### config.mk
export PLATFORM = sky130hd
export DESIGN_NAME = intsat_arbiter
export DESIGN_NICKNAME = d
export VERILOG_FILES = /design/src/rtl/intsat_arbiter_pkg.sv /design/src/rtl/intsat_arbiter_intsat.sv /design/src/rtl/intsat_arbiter.sv
export SDC_FILE = /design/constraint.sdc
export NUM_CORES = 1
export LEC_CHECK = 0
export ABC_AREA = 1
export CORE_ASPECT_RATIO = 1.75
export CORE_UTILIZATION = 45
export DETAILED_ROUTE_END_ITERATION = 8
export GPL_TIMING_DRIVEN = 0
export PLACE_DENSITY = 0.84
export SYNTH_ARGS = -nofsm -noshare
export SYNTH_HDL_FRONTEND = slang
export SYNTH_HIERARCHICAL = 1
export SYNTH_SLANG_ARGS = --single-unit
### constraint.sdc
create_clock -name clk -period 6.4 [get_ports clk]
set_input_delay 1.28 -clock clk [delete_from_list [all_inputs] [get_ports clk]]
set_output_delay 1.28 -clock clk [all_outputs]
set_load 0.03 [all_outputs]
### src/rtl/intsat_arbiter_pkg.sv
// -----------------------------------------------------------------------------
// intsat_arbiter_pkg
// Shared control-loop constants: output width derivation for the saturating
// truncation stage and its positive/negative clamp limits. Used by intsat,
// the PI loop and the intsat_arbiter wrapper.
// No ports (package).
// -----------------------------------------------------------------------------
package intsat_arbiter_pkg;

  // Default geometry of the shared saturation stage.
  localparam int DEF_N_REQ  = 4;
  localparam int DEF_IN_LEN = 64;
  localparam int DEF_LTRUNC = 32;

  // Clamp limits are built in a fixed-width word and truncated by the user
  // to OUT_LEN bits; OUT_LEN must not exceed this width.
  localparam int SAT_WORD_W = 64;

  function automatic int calc_out_len(input int in_len, input int ltrunc);
    return in_len - ltrunc;
  endfunction

  // 2^(out_len-1)-1
  function automatic logic [SAT_WORD_W-1:0] sat_pos_limit(input int out_len);
    logic [SAT_WORD_W-1:0] one;
    one = {{(SAT_WORD_W-1){1'b0}}, 1'b1};
    return (one << (out_len - 1)) - one;
  endfunction

  // -2^(out_len-1); the low out_len bits are 1 followed by zeros.
  function automatic logic [SAT_WORD_W-1:0] sat_neg_limit(input int out_len);
    return ~sat_pos_limit(out_len);
  endfunction

endpackage

### src/rtl/intsat_arbiter_intsat.sv
// -----------------------------------------------------------------------------
// intsat
// Combinational saturating truncation: removes LTRUNC bits from the top of a
// signed IN_LEN value, clamping to the OUT_LEN signed range when the dropped
// bits are not pure sign extension.
// Ports:
//   i_din     in  IN_LEN   signed input
//   o_dout    out OUT_LEN  signed narrowed/clamped result
//   o_sat_hi  out 1        input was above the positive limit
//   o_sat_lo  out 1        input was below the negative limit
// -----------------------------------------------------------------------------
module intsat
  import intsat_arbiter_pkg::*;
#(
  parameter  int IN_LEN  = DEF_IN_LEN,
  parameter  int LTRUNC  = DEF_LTRUNC,
  localparam int OUT_LEN = calc_out_len(IN_LEN, LTRUNC)
) (
  input  logic [IN_LEN-1:0]  i_din,
  output logic [OUT_LEN-1:0] o_dout,
  output logic               o_sat_hi,
  output logic               o_sat_lo
);

  localparam logic [OUT_LEN-1:0] SAT_POS = OUT_LEN'(sat_pos_limit(OUT_LEN));
  localparam logic [OUT_LEN-1:0] SAT_NEG = OUT_LEN'(sat_neg_limit(OUT_LEN));

  // The value fits when the removed bits and the new sign bit all agree.
  logic [LTRUNC:0] w_top;
  logic            w_in_range;

  assign w_top      = i_din[IN_LEN-1:OUT_LEN-1];
  assign w_in_range = (&w_top) | ~(|w_top);
  assign o_sat_hi   = ~w_in_range & ~i_din[IN_LEN-1];
  assign o_sat_lo   = ~w_in_range &  i_din[IN_LEN-1];

  always_comb begin
    o_dout = i_din[OUT_LEN-1:0];
    if (o_sat_hi) begin
      o_dout = SAT_POS;
    end else if (o_sat_lo) begin
      o_dout = SAT_NEG;
    end
  end

endmodule

### src/rtl/intsat_arbiter.sv
// -----------------------------------------------------------------------------
// intsat_arbiter
// Round-robin arbiter sharing one intsat stage between N_REQ requesters.
// A granted value is captured, narrowed with saturation, and returned on a
// per-channel valid/ready handshake.
//
//   state  | meaning
//   -------+-----------------------------------------------------------
//   IDLE   | searching req_valid from ptr; grant + capture on first hit
//   SAT    | intsat narrows the captured value; result registered
//   RESP   | resp_valid[idx] high until resp_ready[idx]; then ptr=idx+1
//
// Ports:
//   clk         in  1              clock
//   rst_L       in  1              synchronous active-low reset
//   req_valid   in  N_REQ          channel has a value pending
//   req_data    in  N_REQ*IN_LEN   packed signed values, ch i at [i*IN_LEN +: IN_LEN]
//   req_ready   out N_REQ          one-cycle capture pulse
//   resp_valid  out N_REQ          result available for channel (one-hot or 0)
//   resp_ready  in  N_REQ          channel consumes its result
//   resp_data   out OUT_LEN        saturated result
//   resp_sat_hi out 1              result clamped to positive limit
//   resp_sat_lo out 1              result clamped to negative limit
//   busy        out 1              FSM not in IDLE
// -----------------------------------------------------------------------------
module intsat_arbiter
  import intsat_arbiter_pkg::*;
#(
  parameter  int N_REQ   = DEF_N_REQ,
  parameter  int IN_LEN  = DEF_IN_LEN,
  parameter  int LTRUNC  = DEF_LTRUNC,
  localparam int OUT_LEN = calc_out_len(IN_LEN, LTRUNC),
  localparam int IDX_W   = $clog2(N_REQ)
) (
  input  logic                    clk,
  input  logic                    rst_L,
  input  logic [N_REQ-1:0]        req_valid,
  input  logic [N_REQ*IN_LEN-1:0] req_data,
  output logic [N_REQ-1:0]        req_ready,
  output logic [N_REQ-1:0]        resp_valid,
  input  logic [N_REQ-1:0]        resp_ready,
  output logic [OUT_LEN-1:0]      resp_data,
  output logic                    resp_sat_hi,
  output logic                    resp_sat_lo,
  output logic                    busy
);

  typedef enum logic [1:0] {
    ST_IDLE = 2'd0,
    ST_SAT  = 2'd1,
    ST_RESP = 2'd2
  } state_t;

  localparam logic [IDX_W:0] N_REQ_W = (IDX_W+1)'(N_REQ);

  state_t               r_state;
  state_t               w_next_state;
  logic                 r_busy;
  logic [IDX_W-1:0]     r_ptr;
  logic [IDX_W-1:0]     r_idx;
  logic [IN_LEN-1:0]    r_in;
  logic [OUT_LEN-1:0]   r_resp_data;
  logic                 r_sat_hi;
  logic                 r_sat_lo;

  logic [2*N_REQ-1:0]   w_dbl_valid;
  logic [N_REQ-1:0]     w_rot_valid;
  logic                 w_found;
  logic [IDX_W-1:0]     w_off;
  logic [IDX_W-1:0]     w_grant_idx;
  logic [IN_LEN-1:0]    w_grant_data;
  logic                 w_grant;
  logic                 w_resp_done;
  logic [OUT_LEN-1:0]   w_sat_data;
  logic                 w_sat_hi;
  logic                 w_sat_lo;

  // (a + b) mod N_REQ for operands already below N_REQ.
  function automatic logic [IDX_W-1:0] wrap_add(input logic [IDX_W-1:0] a,
                                                 input logic [IDX_W-1:0] b);
    logic [IDX_W:0] s;
    s = {1'b0, a} + {1'b0, b};
    if (s >= N_REQ_W) begin
      s = s - N_REQ_W;
    end
    return s[IDX_W-1:0];
  endfunction

  // Rotate so that bit 0 is the channel at ptr: take an N_REQ-wide window of
  // the request vector concatenated with itself.
  assign w_dbl_valid = {req_valid, req_valid};
  assign w_rot_valid = w_dbl_valid[r_ptr +: N_REQ];

  // Lowest set bit of the rotated vector; descending scan lets the lowest
  // index overwrite without an early exit.
  always_comb begin
    w_found = 1'b0;
    w_off   = '0;
    for (int i = N_REQ - 1; i >= 0; i--) begin
      if (w_rot_valid[i]) begin
        w_found = 1'b1;
        w_off   = IDX_W'(i);
      end
    end
  end

  assign w_grant_idx = wrap_add(r_ptr, w_off);

  always_comb begin
    w_grant_data = '0;
    for (int i = 0; i < N_REQ; i++) begin
      if (w_grant_idx == IDX_W'(i)) begin
        w_grant_data = req_data[i*IN_LEN +: IN_LEN];
      end
    end
  end

  intsat #(
    .IN_LEN (IN_LEN),
    .LTRUNC (LTRUNC)
  ) u_intsat (
    .i_din    (r_in),
    .o_dout   (w_sat_data),
    .o_sat_hi (w_sat_hi),
    .o_sat_lo (w_sat_lo)
  );

  always_comb begin
    w_next_state = r_state;
    w_grant      = 1'b0;
    w_resp_done  = 1'b0;
    req_ready    = '0;
    resp_valid   = '0;
    case (r_state)
      ST_IDLE: begin
        if (w_found) begin
          w_grant                = 1'b1;
          req_ready[w_grant_idx] = 1'b1;
          w_next_state           = ST_SAT;
        end
      end
      ST_SAT: begin
        w_next_state = ST_RESP;
      end
      ST_RESP: begin
        resp_valid[r_idx] = 1'b1;
        if (resp_ready[r_idx]) begin
          w_resp_done  = 1'b1;
          w_next_state = ST_IDLE;
        end
      end
      default: begin
        w_next_state = ST_IDLE;
      end
    endcase
    // Handshake outputs are combinational, so hold them low while reset is
    // being sampled; otherwise a requester could see a grant that never lands.
    if (!rst_L) begin
      w_grant    = 1'b0;
      req_ready  = '0;
      resp_valid = '0;
    end
  end

  always_ff @(posedge clk) begin
    if (!rst_L) begin
      r_state <= ST_IDLE;
      r_busy  <= 1'b0;
    end else begin
      r_state <= w_next_state;
      r_busy  <= (w_next_state != ST_IDLE);
    end
  end

  always_ff @(posedge clk) begin
    if (!rst_L) begin
      r_ptr       <= '0;
      r_idx       <= '0;
      r_in        <= '0;
      r_resp_data <= '0;
      r_sat_hi    <= 1'b0;
      r_sat_lo    <= 1'b0;
    end else begin
      if (w_grant) begin
        r_in  <= w_grant_data;
        r_idx <= w_grant_idx;
      end
      if (r_state == ST_SAT) begin
        r_resp_data <= w_sat_data;
        r_sat_hi    <= w_sat_hi;
        r_sat_lo    <= w_sat_lo;
      end
      if (w_resp_done) begin
        r_ptr <= wrap_add(r_idx, IDX_W'(1));
      end
    end
  end

  assign resp_data   = r_resp_data;
  assign resp_sat_hi = r_sat_hi;
  assign resp_sat_lo = r_sat_lo;
  assign busy        = r_busy;

endmodule

==> metrics.yaml <==
outcome:
  outcome: "complete, no violations"
sta:
  grt_setup_unrepaired: "no"
  timing.final.crit_share: 0.884
  fmax_ghz: 0.177
  tightestPinTransition_ns: 0.630
  worst_hold_slack_ns: 0.474
  hold_viol: 0
  fin_skew_ns: 0.00628
  setup_viol: 0
  max_slew_margin: 0.578
  fin_setup_tns_ns: 0
  worst_slack_ns: 0.743
  drv_slew: 0
  period_needed_ns: 5.66
yosys:
  synthAdderAreaFrac: 0.00959
  yosys-top-cells-area: "dfxtp_1 (32%), nand2_1 (23%), nor2_1 (15%), o21ai_0 (6.7%), a21oi_1 (5.3%)"
  synthTopCellsByCount: "nand2_1 (393), nor2_1 (257), dfxtp_1 (105)"
  seq_area_frac_synth: 0.322
  yosysWarnings: 6
  synth_edf_count: 0
  yosys.area.top_type: "dfxtp_1"
  synthMuxAreaShare: 0
  synth_most_common_cell: "nand2_1"
  synth.top_cell.area_share: 0.322
  netlist-cell-type-count: 29
  ys_async_sr_fraction: 0
  synth_compound_area_frac: 0.138
  synth-simple-area-share: 0.450
  synthXorXnorAreaFrac: 0.00134
  syn_area_per_cell_um2: 5.81
  synthFlopType: "dfxtp_1"
  ys_ff_latch: 105
  synth_fp_nets: 1394
  syn_area_um2: 6520
  synth_top_family_by_area: "simple AND/OR/NAND/NOR gates"
  syn_inst: 1123
setup_path:
  r2r_end: "r_in[18]$_SDFFE_PN0P_"
  startpoint: "req_valid[1]"
  crit_end: "req_ready[1]"
  crit_path_end_kind: "primary output"
  worstPathArrival_ns: 4.38
  r2r_cells: 15
  required_ns: 5.12
  r2r_start: "r_ptr[0]$_SDFFE_PN0P_"
  slowest_delay_ns: 0.71
  worstPathCellList: "clkdlybuf4s50_1, nand2_1, nand3_1, nand2_1, nand3_1, a21boi_0, ha_1, xnor2_1, inv_1, nand2_4, nand2_4, buf_6, buf_4, nor3_1, clkdlybuf4s50_1"
  start_kind: "primary input"
  path_class: "in -> out"
  rrSetupSlack_ns: 3.11
  crit_path_max_fanout: 10
  slowest_stage: "clkdlybuf4s50_1"
cells_and_area:
  fin_nets: 1713
  postLayoutCoreUtil: 0.721
  design_area_um2: 10100
  area_growth_pct: 55.2
  layout.cells.non_filler: 1625
  drive_gt1_frac: 0.0477
  fill_cells: 1254
power:
  power_density_nw_per_um2: 281
  p_total_mw: 2.84
  ir_drop_mv: 0.156
  power.leakage_nw: 4.42
global_route:
  grtUsageTotal: 0.356
  grt_pass1_wl_mm: 40.9
  overflow: 0
  grt_antenna_before_repair: 1
  grt_max_degree: 21
  grt_pass1_vias: 8205
clock_tree:
  ctsHoldBuffers: 0
  cts_sinks: 105
  clk_latency_ns: 0.35
  cts_tree: "yes"
  cts_made_buffers: 9
  clk_path_buf_depth: 2
  clock_tree.root_cell: "clkbuf_16"
  post_cts_resized: 0
  postCtsSetupRepairBufs: 0
  path_clk_slew_ns: 0.07
  cts_max_level: 3
floorplanning:
  die_w_um: 93.0
  die_h_um: 161
  ioPinCount: 309
  start_util: 0.464
  core_um2: 14000
  fp-row-count: 57
  dieArea_um2: 15000
place:
  io_buffers: 308
  dpl-instance-area_um2: 9830
  dpl_worst_slack_ns: 0.847
  place_inst: 1608
  dp_hpwl_mm: 21.5
  gp_congestion: 0.965
routing:
  vias: 8482
  drt_iter0_drc: 412
  wl_mm: 27.1
  first_pass_iters: 5
  drc: 0
  wl_per_cell_um: 16.7
  vias_per_cell: 5.22
  ant_nets: 0
hold_path:
  hold_class: "reg -> reg"
  hold_start: "r_in[11]$_SDFFE_PN0P_"
flow_run:
  cap_violations: 0
## critical path, delay by kind of cell
family | cells | cell delay (ns)
xor+xnor | 1 | 0.35
fa+ha+maj | 1 | 0.20
compound gates | 1 | 0.09
buf+inv | 5 | 1.69
simple gates | 7 | 0.78
## power by group
part / switching [mW] / internal [mW]
sequential: 0.0774 / 0.772
combinational: 0.883 / 0.560
clock: 0.276 / 0.275
## kinds of logic after synthesis
logic type	count (synthesis)
and+or+nand+nor	729
AOI/OAI and AO/OA	175
buffers and inverters	108
DFF	105
adders and majority gates	5
xor gates and xnor gates	1
## metal layers
layer  vias to the layer above  track usage  wire, µm  part of all wire
met5                         -            0         0                 0
met1                      3781        0.351      9440              0.35
met3                        98       0.0603      1720             0.063
met4                         0        0.211      1460             0.054
met2                       397        0.676     14500              0.53
li1                       4206            -         -                 -
## registers in the layout, summed over array words and instances (netlist names)
signal,cells
r_in,64
resp_data,32
r_idx,2
r_ptr,2
r_state,2
busy,1
resp_sat_hi,1
resp_sat_lo,1
## how the worst min path moves through the flow
stage                             to  slack, ns  depth (start not counted)
2_1_floorplan  r_in[11]$_SDFFE_PN0P_       0.45                          2
3_3_place_gp   r_in[19]$_SDFFE_PN0P_       0.46                          2
3_5_place_dp   r_in[11]$_SDFFE_PN0P_       0.46                          2
4_1_cts        r_in[11]$_SDFFE_PN0P_       0.47                          2
5_1_grt        r_in[18]$_SDFFE_PN0P_       0.50                          2
6_report       r_in[11]$_SDFFE_PN0P_       0.47                          2
## final cells by class
type / instances / area [µm²] / share of cell area
plain buffers: 75 / 397 / 0.0392
repair buffers: 308 / 3080 / 0.304
inverters: 33 / 124 / 0.0122
clock inverters: 7 / 70.1 / 0.00692
clock buffers: 9 / 225 / 0.0222
well taps: 177 / 221 / 0.0219
multi-input cells: 910 / 3900 / 0.385
flip-flops and latches: 105 / 2100 / 0.208
diodes: 1 / 2.50 / 0.000247
## cell usage in the layout (no fill, tap or decap), types with 3 or more instances in the layout
master,instances
a21oi_1,69
buf_2,15
buf_4,11
buf_6,7
clkbuf_1,39
clkbuf_16,9
clkdlybuf4s50_1,308
dfxtp_1,105
ha_1,5
inv_1,26
inv_2,5
inv_6,3
nand2_1,393
nand2_2,4
nand2_4,3
nand3_1,24
nand4_1,39
nor2_1,257
nor2_2,3
nor3_1,3
o21ai_0,87
o21ai_1,16
No activity file was read; power rests on OpenSTA's default activity.
